<file path="config.mk">
export PLATFORM = sky130hd
export DESIGN_NAME = seg_scan_driver
export DESIGN_NICKNAME = d
export VERILOG_FILES = /design/src/rtl/seg_pkg.sv /design/src/rtl/seg_glyph_decode.sv /design/src/rtl/seg_scan_driver.sv
export SDC_FILE = /design/constraint.sdc
export NUM_CORES = 1
export LEC_CHECK = 0
export ABC_AREA = 1
export BUFFER_PORTS_ARGS = -buffer_cell sky130_fd_sc_hd__buf_2
export CORE_ASPECT_RATIO = 0.7
export CORE_MARGIN = 2
export CORE_UTILIZATION = 50
export DETAILED_ROUTE_END_ITERATION = 16
export GPL_TIMING_DRIVEN = 0
export PLACE_DENSITY = 0.71
export RECOVER_POWER = 50
export SLEW_MARGIN = 20
export SYNTH_ARGS = -nofsm -noshare
export SYNTH_HDL_FRONTEND = slang
export SYNTH_HIERARCHICAL = 1
export SYNTH_SLANG_ARGS = --single-unit
</file>
<file path="constraint.sdc">
create_clock -name clk -period 2.9 [get_ports clk]
set_input_delay 0.145 -clock clk [delete_from_list [all_inputs] [get_ports clk]]
set_output_delay 0.145 -clock clk [all_outputs]
set_load 0.005 [all_outputs]
</file>
<file path="src/rtl/seg_pkg.sv">
// Shared constants for the multiplexed 7-segment driver family.
// Segment vectors are ordered a..g with index 0 = a, active low.
package seg_pkg;

    localparam logic [0:6] SEG_OFF = 7'b1111111;

    localparam logic [0:6] GLYPH_0 = 7'b0000001;
    localparam logic [0:6] GLYPH_1 = 7'b1001111;
    localparam logic [0:6] GLYPH_2 = 7'b0010010;
    localparam logic [0:6] GLYPH_3 = 7'b0000110;
    localparam logic [0:6] GLYPH_4 = 7'b1001100;
    localparam logic [0:6] GLYPH_5 = 7'b0100100;
    localparam logic [0:6] GLYPH_6 = 7'b0100000;
    localparam logic [0:6] GLYPH_7 = 7'b0001111;
    localparam logic [0:6] GLYPH_8 = 7'b0000000;
    localparam logic [0:6] GLYPH_9 = 7'b0000100;
    localparam logic [0:6] GLYPH_A = 7'b0001000;
    localparam logic [0:6] GLYPH_B = 7'b1100000;
    localparam logic [0:6] GLYPH_C = 7'b0110001;
    localparam logic [0:6] GLYPH_D = 7'b1000010;
    localparam logic [0:6] GLYPH_E = 7'b0110000;
    localparam logic [0:6] GLYPH_F = 7'b0111000;

    // Counter widths never collapse to zero bits, even for a single digit.
    function automatic int clog2_min1(input int n);
        return (n > 1) ? $clog2(n) : 1;
    endfunction

    function automatic bit params_legal(input int num_digits, input int scan_div,
                                        input int blink_frames, input int hex_mode);
        return (num_digits >= 1) && (num_digits <= 8) && (scan_div >= 2) &&
               (blink_frames >= 1) && ((hex_mode == 0) || (hex_mode == 1));
    endfunction

endpackage

</file>
<file path="src/rtl/seg_glyph_decode.sv">
// Combinational 4-bit code to active-low 7-segment glyph decoder.
// Codes 10..15 fall back to "0" unless hex glyphs are enabled.
module seg_glyph_decode
    import seg_pkg::*;
(
    input  logic [3:0] code,
    input  logic       hex_mode,
    output logic [0:6] seg
);

    always_comb begin
        seg = GLYPH_0;
        case (code)
            4'h0: seg = GLYPH_0;
            4'h1: seg = GLYPH_1;
            4'h2: seg = GLYPH_2;
            4'h3: seg = GLYPH_3;
            4'h4: seg = GLYPH_4;
            4'h5: seg = GLYPH_5;
            4'h6: seg = GLYPH_6;
            4'h7: seg = GLYPH_7;
            4'h8: seg = GLYPH_8;
            4'h9: seg = GLYPH_9;
            4'hA: seg = hex_mode ? GLYPH_A : GLYPH_0;
            4'hB: seg = hex_mode ? GLYPH_B : GLYPH_0;
            4'hC: seg = hex_mode ? GLYPH_C : GLYPH_0;
            4'hD: seg = hex_mode ? GLYPH_D : GLYPH_0;
            4'hE: seg = hex_mode ? GLYPH_E : GLYPH_0;
            default: seg = hex_mode ? GLYPH_F : GLYPH_0;
        endcase
    end

endmodule

</file>
<file path="src/rtl/seg_scan_driver.sv">
// Time-multiplexed N-digit 7-segment scanner with frame-coherent input latching,
// leading-zero suppression and per-digit blinking. All outputs are registered.
module seg_scan_driver
    import seg_pkg::*;
#(
    parameter int NUM_DIGITS   = 4,
    parameter int SCAN_DIV     = 50000,
    parameter int BLINK_FRAMES = 64,
    parameter int HEX_MODE     = 0
) (
    input  logic                                clk,
    input  logic                                rst_n,
    input  logic [4*NUM_DIGITS-1:0]             digits,
    input  logic                                en,
    input  logic                                blank_set,
    input  logic                                lz_suppress,
    input  logic [NUM_DIGITS-1:0]               blink_mask,
    input  logic [NUM_DIGITS-1:0]               dp,
    output logic [0:6]                          seg,
    output logic                                dp_n,
    output logic [NUM_DIGITS-1:0]               an_n,
    output logic [clog2_min1(NUM_DIGITS)-1:0]   scan_idx
);

    localparam int IDX_W = clog2_min1(NUM_DIGITS);
    localparam int PRE_W = clog2_min1(SCAN_DIV);
    localparam int FRM_W = clog2_min1(BLINK_FRAMES);

    localparam logic [PRE_W-1:0] PRE_LAST = PRE_W'(SCAN_DIV - 1);
    localparam logic [IDX_W-1:0] IDX_LAST = IDX_W'(NUM_DIGITS - 1);
    localparam logic [FRM_W-1:0] FRM_LAST = FRM_W'(BLINK_FRAMES - 1);

    if (!params_legal(NUM_DIGITS, SCAN_DIV, BLINK_FRAMES, HEX_MODE)) begin : g_bad_params
        $error("seg_scan_driver: illegal parameter combination");
    end

    logic [PRE_W-1:0]                 pre_q, pre_d;
    logic [IDX_W-1:0]                 idx_q, idx_d;
    logic [FRM_W-1:0]                 frm_q, frm_d;
    logic                             blink_phase_q, blink_phase_d;
    logic [NUM_DIGITS-1:0][3:0]       lat_digits_q, lat_digits_d;
    logic [NUM_DIGITS-1:0]            lat_blink_q, lat_blink_d;
    logic [NUM_DIGITS-1:0]            lat_dp_q, lat_dp_d;
    logic                             lat_lz_q, lat_lz_d;
    logic [0:6]                       seg_q, seg_d;
    logic                             dp_n_q, dp_n_d;
    logic [NUM_DIGITS-1:0]            an_n_q, an_n_d;
    logic [IDX_W-1:0]                 scan_idx_q, scan_idx_d;

    logic                             slot_end;
    logic                             frame_end;
    logic [NUM_DIGITS-1:0]            supp;
    logic                             zero_above;
    logic [0:6]                       glyph;

    assign slot_end  = (pre_q == PRE_LAST);
    assign frame_end = slot_end && (idx_q == IDX_LAST);

    seg_glyph_decode u_glyph (
        .code     (lat_digits_q[idx_q]),
        .hex_mode (HEX_MODE != 0),
        .seg      (glyph)
    );

    always_comb begin
        pre_d         = slot_end ? '0 : pre_q + PRE_W'(1);
        idx_d         = idx_q;
        frm_d         = frm_q;
        blink_phase_d = blink_phase_q;
        lat_digits_d  = lat_digits_q;
        lat_blink_d   = lat_blink_q;
        lat_dp_d      = lat_dp_q;
        lat_lz_d      = lat_lz_q;
        if (slot_end) begin
            idx_d = (idx_q == IDX_LAST) ? '0 : idx_q + IDX_W'(1);
        end
        if (frame_end) begin
            lat_digits_d = digits;
            lat_blink_d  = blink_mask;
            lat_dp_d     = dp;
            lat_lz_d     = lz_suppress;
            if (frm_q == FRM_LAST) begin
                frm_d         = '0;
                blink_phase_d = ~blink_phase_q;
            end else begin
                frm_d = frm_q + FRM_W'(1);
            end
        end
    end

    // Scan from the most significant digit down; a digit is blanked while
    // it and everything above it are zero. Digit 0 always stays lit.
    always_comb begin
        supp       = '0;
        zero_above = 1'b1;
        for (int unsigned k = NUM_DIGITS; k > 0; k--) begin
            zero_above = zero_above & (lat_digits_q[k-1] == 4'd0);
            if (k > 1) begin
                supp[k-1] = lat_lz_q & zero_above;
            end
        end
    end

    always_comb begin
        seg_d      = SEG_OFF;
        dp_n_d     = 1'b1;
        an_n_d     = '1;
        scan_idx_d = idx_q;
        if (en && !blank_set && !supp[idx_q]) begin
            an_n_d[idx_q] = 1'b0;
            if (!(blink_phase_q && lat_blink_q[idx_q])) begin
                seg_d  = glyph;
                dp_n_d = ~lat_dp_q[idx_q];
            end
        end
    end

    always_ff @(posedge clk) begin
        if (!rst_n) begin
            pre_q         <= '0;
            idx_q         <= '0;
            frm_q         <= '0;
            blink_phase_q <= 1'b0;
            lat_digits_q  <= '0;
            lat_blink_q   <= '0;
            lat_dp_q      <= '0;
            lat_lz_q      <= 1'b0;
            seg_q         <= SEG_OFF;
            dp_n_q        <= 1'b1;
            an_n_q        <= '1;
            scan_idx_q    <= '0;
        end else begin
            pre_q         <= pre_d;
            idx_q         <= idx_d;
            frm_q         <= frm_d;
            blink_phase_q <= blink_phase_d;
            lat_digits_q  <= lat_digits_d;
            lat_blink_q   <= lat_blink_d;
            lat_dp_q      <= lat_dp_d;
            lat_lz_q      <= lat_lz_d;
            seg_q         <= seg_d;
            dp_n_q        <= dp_n_d;
            an_n_q        <= an_n_d;
            scan_idx_q    <= scan_idx_d;
        end
    end

    assign seg      = seg_q;
    assign dp_n     = dp_n_q;
    assign an_n     = an_n_q;
    assign scan_idx = scan_idx_q;

endmodule

</file>
==> results of run 1 <==
## area by class of cell
cell class,count,share of cell area (%)
Multi-Input combinational cell,314,43.42
Sequential cell,64,35.57
Timing Repair Buffer,42,5.696
Inverter,48,5.002
Clock buffer,11,3.925
Buffer,14,2.779
Tap cell,78,2.709
Clock inverter,5,0.9031
## sequential cells by signal, indices dropped and copies added (netlist names), 2 cells and up
name / flops
scan_idx: 2
lat_dp_q: 4
idx_q: 2
lat_digits_q: 16
frm_q: 6
seg: 7
pre_q: 16
lat_blink_q: 4
an_n: 4
## worst reg2reg max path, cell delays in order, from the launching register on
cell	delay (ps)
sky130_fd_sc_hd__dfxtp_1	480
sky130_fd_sc_hd__clkbuf_1	430
sky130_fd_sc_hd__nor2_1	120
sky130_fd_sc_hd__o32ai_1	770
sky130_fd_sc_hd__inv_2	140
sky130_fd_sc_hd__nand2_1	130
sky130_fd_sc_hd__nor2_1	50
sky130_fd_sc_hd__nor2_2	160
sky130_fd_sc_hd__nand3_1	120
sky130_fd_sc_hd__inv_1	80
sky130_fd_sc_hd__nand4_1	80
## final timing paths
kind / from / to / depth (start not counted) / slack (ps)
worst max register to register: idx_q[0] / seg[3] / 10 / 210
worst min register to register: pre_q[0] / pre_q[0] / 1 / 450
worst min-delay path: rst_n / scan_idx[0] / 3 / 30
worst max-delay path: idx_q[0] / seg[3] / 10 / 210
## Yosys cell counts, drive strengths merged
| library cell | instances |
|---|---|
| nand2 | 132 |
| nor2 | 43 |
| clkbuf | 4 |
| a21oi | 48 |
| inv | 47 |
| nor3 | 11 |
| xor2 | 3 |
| o21ai | 12 |
| nand4 | 15 |
| buf | 10 |
| nor3b | 1 |
| o32ai | 1 |
| nand3 | 27 |
| o22ai | 4 |
| clkinv | 1 |
| ha | 6 |
| or2 | 2 |
| o211ai | 1 |
| a31oi | 1 |
| dfxtp | 64 |
| and2 | 1 |
| nor4 | 2 |
| conb | 1 |
## layout by cell type, fill, tap and decap left out, types with 6 or more instances in the layout
master                     count
sky130_fd_sc_hd__nor3_1       11
sky130_fd_sc_hd__nand4_1      15
sky130_fd_sc_hd__ha_1          6
sky130_fd_sc_hd__dfxtp_1      64
sky130_fd_sc_hd__clkbuf_1     12
sky130_fd_sc_hd__nand3_1      27
sky130_fd_sc_hd__a21oi_1      37
sky130_fd_sc_hd__a21oi_2      11
sky130_fd_sc_hd__inv_2        10
sky130_fd_sc_hd__o21ai_0      12
sky130_fd_sc_hd__clkbuf_8     10
sky130_fd_sc_hd__nand2_2      16
sky130_fd_sc_hd__nand2_1     115
sky130_fd_sc_hd__inv_1        37
sky130_fd_sc_hd__nor2_1       38
sky130_fd_sc_hd__buf_2        39
## layer usage
layer | vias to the layer above | GRT usage [%]
met3 | 5 | 5.906
met2 | 84 | 32.88
met1 | 1323 | 32.57
met4 | 0 | 3.805
met5 | - | 0
li1 | 1527 | -
## power by group
part	switching, mW	total, mW	internal [mW]	leakage (nW)
Clock	0.346	0.678	0.332	0.0930
Combinational	0.0302	0.0530	0.0227	0.812
Sequential	0.00290	0.889	0.886	0.517
## cells by family (layout without fill, tap and decap cells)
family,Yosys count,after routing,share of synthesized area [%]
other,1,4,0.1192
AOI/OAI and AO/OA,67,67,12.37
DFF,64,64,40.73
adders and majority gates,6,6,2.387
and+or+nand+nor,234,234,34.45
buffers and inverters,62,120,9.109
xor gates and xnor gates,3,3,0.8355
## per-stage QoR
| step | cell area [sq um] | hold WS (ps) |
|---|---|---|
| after global routing | 3602 | 41.14 |
| after floorplan | 3157 | 242.6 |
| after global placement | 3465 | 378.8 |
| final | 3602 | 27.93 |
| after detailed placement | 3465 | 381.4 |
| after CTS | 3638 | 18.32 |
==> impl.org, run 1 <==
** Finish
- In the final layout, the multi-input gates occupy 1564 sq um.
- Fillers :: 607
- Summing all flip-flop and latch instances after layout gives 1281 sq um.
- Antenna diode count :: 0
- For this run, the share of the core covered by cells in the final layout is 58.52%.
- The count of cells in the finished layout, fillers not included, comes to 576.
- Layout Nets :: between 500 and 600
- Of the cells placed in the final design, the portion with a size suffix greater than 1 is approximately a fifth.
- Layout area overhead :: 14.52%

** Worst setup path
- The worst setup path is launched from a flip-flop.
- In this run the worst path has a maximum fanout of 10.
- At the worst endpoint, the required time is 3110 ps.
- Slowest-stage cell, CP :: sky130_fd_sc_hd__o32ai_1
- CP Capture Type :: flip-flop
- Cell breakdown of the critical path :: clkbuf_1 -> nor2_1 -> o32ai_1 -> inv_2 -> nand2_1 -> nor2_1 -> nor2_2 -> nand3_1 -> inv_1 -> nand4_1
- Number of buffer and inverter instances along the worst setup path :: 3
- The critical path is of the reg2reg type.
- Worst path top cell family by delay :: compound AO/OA/AOI/OAI gates
- Arrival time of data at the critical path endpoint :: 2900 ps
- The cell that appears most often on the critical path is sky130_fd_sc_hd__nor2_1.
- The largest single stage delay on the critical path is 760 ps.

** Die
- For this configuration, the core starts out at a cell density of ~51%.
- The core region is 6156 sq um.
- Row count :: 24
- Overall die area :: 6952 sq um
- Die height :: 70.36 um
- For this design the top-level I/O count stands at 43.
- Die outline width :: roughly 99 um

** Place
- Port Buf Inserts :: 42
- Including well taps, the total number of placed cells is between 500 and 600.
- After legalization and detailed placement, the total HPWL measured 5646 um.
- Worst Setup Slack post-DPL :: 290.5 ps
- The congestion estimate from routability-driven global placement came to a little over 0.9.

** Yosys
- Number of distinct library cells after synthesis :: 36
- Post-Syn Area :: ~3100 sq um
- Number of instances in the synthesized netlist :: roughly 440
- The synthesized design spends more area on one cell type than any other, namely sky130_fd_sc_hd__dfxtp_1.
- After synthesis, the largest area contributor takes up 40.73% of total cell area.
- Synthesized flop and latch total :: 64
- Dividing the synthesized area by the synthesized cell count gives 7.198 sq um.
- Of the synthesized area, sequential elements account for 40.73%.
- By area the synthesized netlist is led by sky130_fd_sc_hd__dfxtp_1 41%, sky130_fd_sc_hd__nand2_1 14%, sky130_fd_sc_hd__a21oi_1 5.9%.
- Yosys warns :: 6

** Job
- Max Cap Violations :: 0

** Clock network
- Clock-pin slew was measured on the worst setup and hold paths at around 70 ps.
- Number of CTS-inserted buffers :: 9
- CTS resizes :: 0
- For this design, the CTS-stage hold fixing added 0 buffers.
- Total clock sinks :: 64
- In this run the deepest clock path goes through 2 buffers.
- The H-tree was split into 3 levels.
- TritonCTS built the clock tree.
- Postcts setup bufs :: 0
- Clock Tree Root :: sky130_fd_sc_hd__clkbuf_8
- For the worst-skew pair, the clock arrives at the later sink with an insertion delay of ~340 ps.

** Route
- WL per Instance :: 12.87 um
- Met3 wire len :: 503 um
- After detailed routing, the number of remaining DRC violations is 0.
- After detailed routing, the wire length on met1 is roughly 3800 um.
- Once detail routing completed, the nets flagged for antenna violations numbered 0.
- Post-DR vias/cell :: approximately 5.1
- Summed over all layers, the routed wires come to 7412 um.
- Violation count after the first detailed-routing iteration :: 164
- The first detailed-routing pass ran for 5 iterations.
- Amount of wire on met2 after detailed routing :: between 3000 and 4000 um
- For this block, the via count after detailed routing is 2939.
- Routed signal wires occupy layers up through met4.

** Global route
- GRT Overall Usage :: 22.13%
- Antenna violations before repair :: 0
- First-pass GRT wire length :: between 10000 and 15000 um
- Grt ovf :: 0
- Pin count of the biggest net entering global routing :: 12
- Number of global-route vias before repair :: between 2k and 3k

** STA
- For this run, the top clock speed supported by timing is 371.2 MHz.
- Slew @ Worst Pin :: 851.7 ps
- For the finished layout, the period the worst path requires is around 2700 ps.
- Unrepaired setup endpoints after global routing :: no
- Worst clock skew :: 11.39 ps
- Worst Setup Slack, final :: 206.0 ps
- Slew headroom :: 43.04%
- Setup TNS :: 0 ps
- The final number of max-transition violations was 0.
- The hold violation total from the final report is 0.
- Dividing the final minimum period by the clock period gives between 90 and 100%.
- Setup violation total in the final timing report :: 0

** Status
- The run finished with clean final reports.

** Min path
- Min-Delay Path Class :: in2reg

** Power and ir drop
- In this run the static leakage power is 1.423 nW.
- In this run the power density over the cells is 449.7 nW/um^2.
- Peak VDD IR :: approximately 0.25 mV
- Overall power of the completed layout :: about 1.6 mW
(Power assumes the default switching activity.)
==> run 2, diff against run 1 <==
--- a/config.mk
+++ b/config.mk
@@ -9,10 +9,10 @@
 export BUFFER_PORTS_ARGS = -buffer_cell sky130_fd_sc_hd__buf_2
 export CORE_ASPECT_RATIO = 0.7
 export CORE_MARGIN = 2
-export CORE_UTILIZATION = 50
+export CORE_UTILIZATION = 54
 export DETAILED_ROUTE_END_ITERATION = 16
 export GPL_TIMING_DRIVEN = 0
-export PLACE_DENSITY = 0.71
+export PLACE_DENSITY = 0.76
 export RECOVER_POWER = 50
 export SLEW_MARGIN = 20
 export SYNTH_ARGS = -nofsm -noshare
==> impl.org, run 2 (synthesis gave the netlist of run 1 again) <==
** Clock network
- The number of buffers created by CTS came to 9 (unchanged).
- Worst-case clock buffer depth :: 2 (unchanged)
- CTS tree :: done (unchanged)
- The H-tree depth came to 3 (unchanged).
- Clock Tree Root :: sky130_fd_sc_hd__clkbuf_8 (unchanged)
- CTS resizes :: 0 (unchanged)
- The clock sink count came to 64 (unchanged).
- Postcts setup bufs :: 0 (unchanged)
- The source-to-sink clock delay at the later pin of the worst-skew pair came to 350 ps (was 340 ps).
- The number of buffers added to fix hold violations after cts came to 0 (unchanged).
- The clock input transition at the sequential cells of the worst setup and hold paths came to 70 ps (about the same).

** Global route
- GR peak layer :: met2 (unchanged)
- GRT Overall Usage :: 23.73% (was 22.13%)
- The met2 layer usage reported by global route came to 36.18% (was 32.88%).
- First-pass GRT wire length :: 11810 um (was 12410 um)
- The maximum number of pins on one net before global-route repair came to 12 (unchanged).
- Met1 Resource Use GR :: 33.54% (was 32.57%)
- The initial antenna violation count was 0 (unchanged).
- The met3 routing resource usage after global routing was 6.278% (was 5.906%).
- The via count of the first global-routing pass came to 2575 (was 2626).
- The overflow left after global routing came to 0 (unchanged).

** Finish
- The area added between synthesis and finish came to 17.18% (was 14.52%).
- The net count reported at finish was 528 (unchanged).
- Antenna diode count :: 0 (unchanged)
- The fraction of layout cells with a size suffix above 1 came to 20.88% (was 21.08%).
- Top library cells by usage in the layout, fill and taps aside: 115 x sky130_fd_sc_hd__nand2_1, 64 x sky130_fd_sc_hd__dfxtp_1, 38 x sky130_fd_sc_hd__nor2_1 (was 115 x sky130_fd_sc_hd__nand2_1, 64 x sky130_fd_sc_hd__dfxtp_1, 39 x sky130_fd_sc_hd__buf_2).
- Most common cell after layout, fill and taps aside :: sky130_fd_sc_hd__nand2_1 (unchanged)

** Min path
- Min-delay src :: rst_n (unchanged)
- The worst hold-check path type was in2reg (unchanged).
- The worst hold path stage count came to 3 (unchanged).

** Route
- Post-DR vias/cell :: 5.127 (was 5.102)
- The number of remaining DRC errors was 0 (unchanged).
- The routed length per instance came to 12.47 um (was 12.87 um).
- The total routed wirelength came to 7145 um (was 7412 um).
- The via count of the routed design was 2938 (was 2939).
- Remaining antenna violation count :: 0 (unchanged)
- The number of iterations in the first detailed-routing pass is 5 (unchanged).
- Violation count after the first detailed-routing iteration :: 227 (was 164)

** STA
- The actual slew at the worst max-slew pin came to 729.6 ps (was 851.7 ps).
- The clock period minus worst slack is 2472 ps (was 2694 ps).
- Maximum clock rate :: 404.5 MHz (was 371.2 MHz)
- Unrepaired setup endpoints after global routing :: no (unchanged)
- Worst clock skew :: 7.644 ps (was 11.39 ps)
- The hold violation total from the final report is 0 (unchanged).
- The post-route fraction of the period consumed by the critical path is 85.24% (was 92.90%).
- The minimum setup slack in the final design was 427.9 ps (was 206.0 ps).
- Setup TNS :: 0 ps (unchanged)
- The worst slew slack as a fraction of its limit was 51.36% (was 43.04%).
- Total count of max-transition violations in the final report :: 0 (unchanged)
- Setup violation total in the final timing report :: 0 (unchanged)

** Place
- The global placement routability congestion was 0.8286 (was 0.9093).
- Worst Setup Slack post-DPL :: 293.9 ps (was 290.5 ps)
- The number of port buffers is 42 (unchanged).
- Half-perimeter wire length after detailed placement :: 5224 um (was 5646 um)

** Worst setup path
- Arrival time of data at the critical path endpoint :: 2680 ps (was 2900 ps)
- Endpoint of the worst-slack reg-to-reg timing path :: seg[3] (unchanged)
- Critical setup path kind :: reg2reg (unchanged)
- CP Capture Type :: flip-flop (unchanged)
- The endpoint required time on the critical path is 3110 ps (about the same).
- Maximum fanout along the worst path :: 11 (was 10)
- The slack of the worst reg-to-reg path was 430 ps (was 210 ps).
- The kind of start point of the critical path is a flip-flop (unchanged).
- The capturing instance or port of the critical path is seg[3] (unchanged).
- The startpoint of the most critical setup path was idx_q[0] (unchanged).
- The launch point of the worst reg-to-reg path is idx_q[0] (unchanged).
- Worst-case reg-to-reg path depth :: 11 (was 10)

** Power and ir drop
- The highest ir drop seen on vdd came to 0.3456 mV (was 0.2536 mV).
- Power density relative to cell area :: 516.5 nW/um^2 (was 449.7 nW/um^2)
- The leakage dissipation is 1.456 nW (was 1.423 nW).

** Die
- The floorplan die area is 6461 sq um (was 6952 sq um).
- The chip height was 67.86 um (was 70.36 um).
- Die outline width :: 95.22 um (was 98.80 um)
- Area of the core :: 5669 sq um (was 6156 sq um)
- Starting density of the core :: 55.48% (was 51.10%)
- I/O pins :: 43 (unchanged)
- Row count :: 23 (was 24)

** Job
- Max Cap Violations :: 0 (unchanged)

** Status
- Status: finished, final reports clean (unchanged).
[run 2: cell count changes in the layout (fill, tap and decap cells not counted), sizes merged]
cell,before,now
clkbuf,22,26
clkinv,6,2
bufinv,0,3
clkinvlp,0,1
buf,45,41
[run 2: worst min-delay path by stage]
| stage | end | slack, ps |
|---|---|---|
| after global routing | lat_digits_q[0] | 40 |
| after CTS | scan_idx[1] | 20 |
| final | scan_idx[1] | 20 |
| after global placement | scan_idx[1] | 380 |
| after floorplan | scan_idx[0] | 240 |
| after detailed placement | scan_idx[1] | 380 |
[run 2: routing by layer]
layer  vias up  wire length [um]
met4         0                51
met5         -                 0
met1      1307              3606
li1       1520                 -
met3        11               516
met2       100              2971
[run 2: power breakdown]
part           internal (mW)  total [mW]  switching [mW]
Combinational         0.0218      0.0511          0.0293
Sequential             0.886       0.889         0.00307
Clock                  0.616       0.964           0.347
Total                   1.52        1.90           0.380
[run 2: layout make-up]
cell class / count / area, sq um
Multi-Input combinational cell: 314 / 1577
Timing Repair Buffer: 42 / 200.2
Clock inverter: 5 / 102.6
Sequential cell: 64 / 1281
Tap cell: 75 / 93.84
Inverter: 48 / 180.2
Clock buffer: 11 / 151.4
Buffer: 14 / 100.1
Fill cell: 503 / 1983
[run 2: metrics by stage]
step | util [%] | area, sq um | total power, mW | hold WS, ps | cells
global placement | 61.05 | 3461 | 0.9603 | 380.7 | 557
finish | 65.02 | 3686 | 1.904 | 22.11 | 573
detailed placement | 61.05 | 3461 | 0.9612 | 380.7 | 557
global route | 65.02 | 3686 | 1.961 | 39.02 | 573
floorplan | - | 3157 | 0.9309 | 242.6 | 440
CTS | 65.53 | 3715 | 1.911 | 21.28 | 573
[run 2: critical path, cell delays in order, from the launching register on]
cell and delay [ps]:
sky130_fd_sc_hd__dfxtp_1 390, sky130_fd_sc_hd__inv_2 150, sky130_fd_sc_hd__clkbuf_1 440, sky130_fd_sc_hd__o21ai_0 160
sky130_fd_sc_hd__o22ai_1 500, sky130_fd_sc_hd__inv_2 120, sky130_fd_sc_hd__nand2_1 110, sky130_fd_sc_hd__nor2_1 70
sky130_fd_sc_hd__nor2_2 130, sky130_fd_sc_hd__nand3_1 110, sky130_fd_sc_hd__inv_1 70, sky130_fd_sc_hd__nand4_1 90
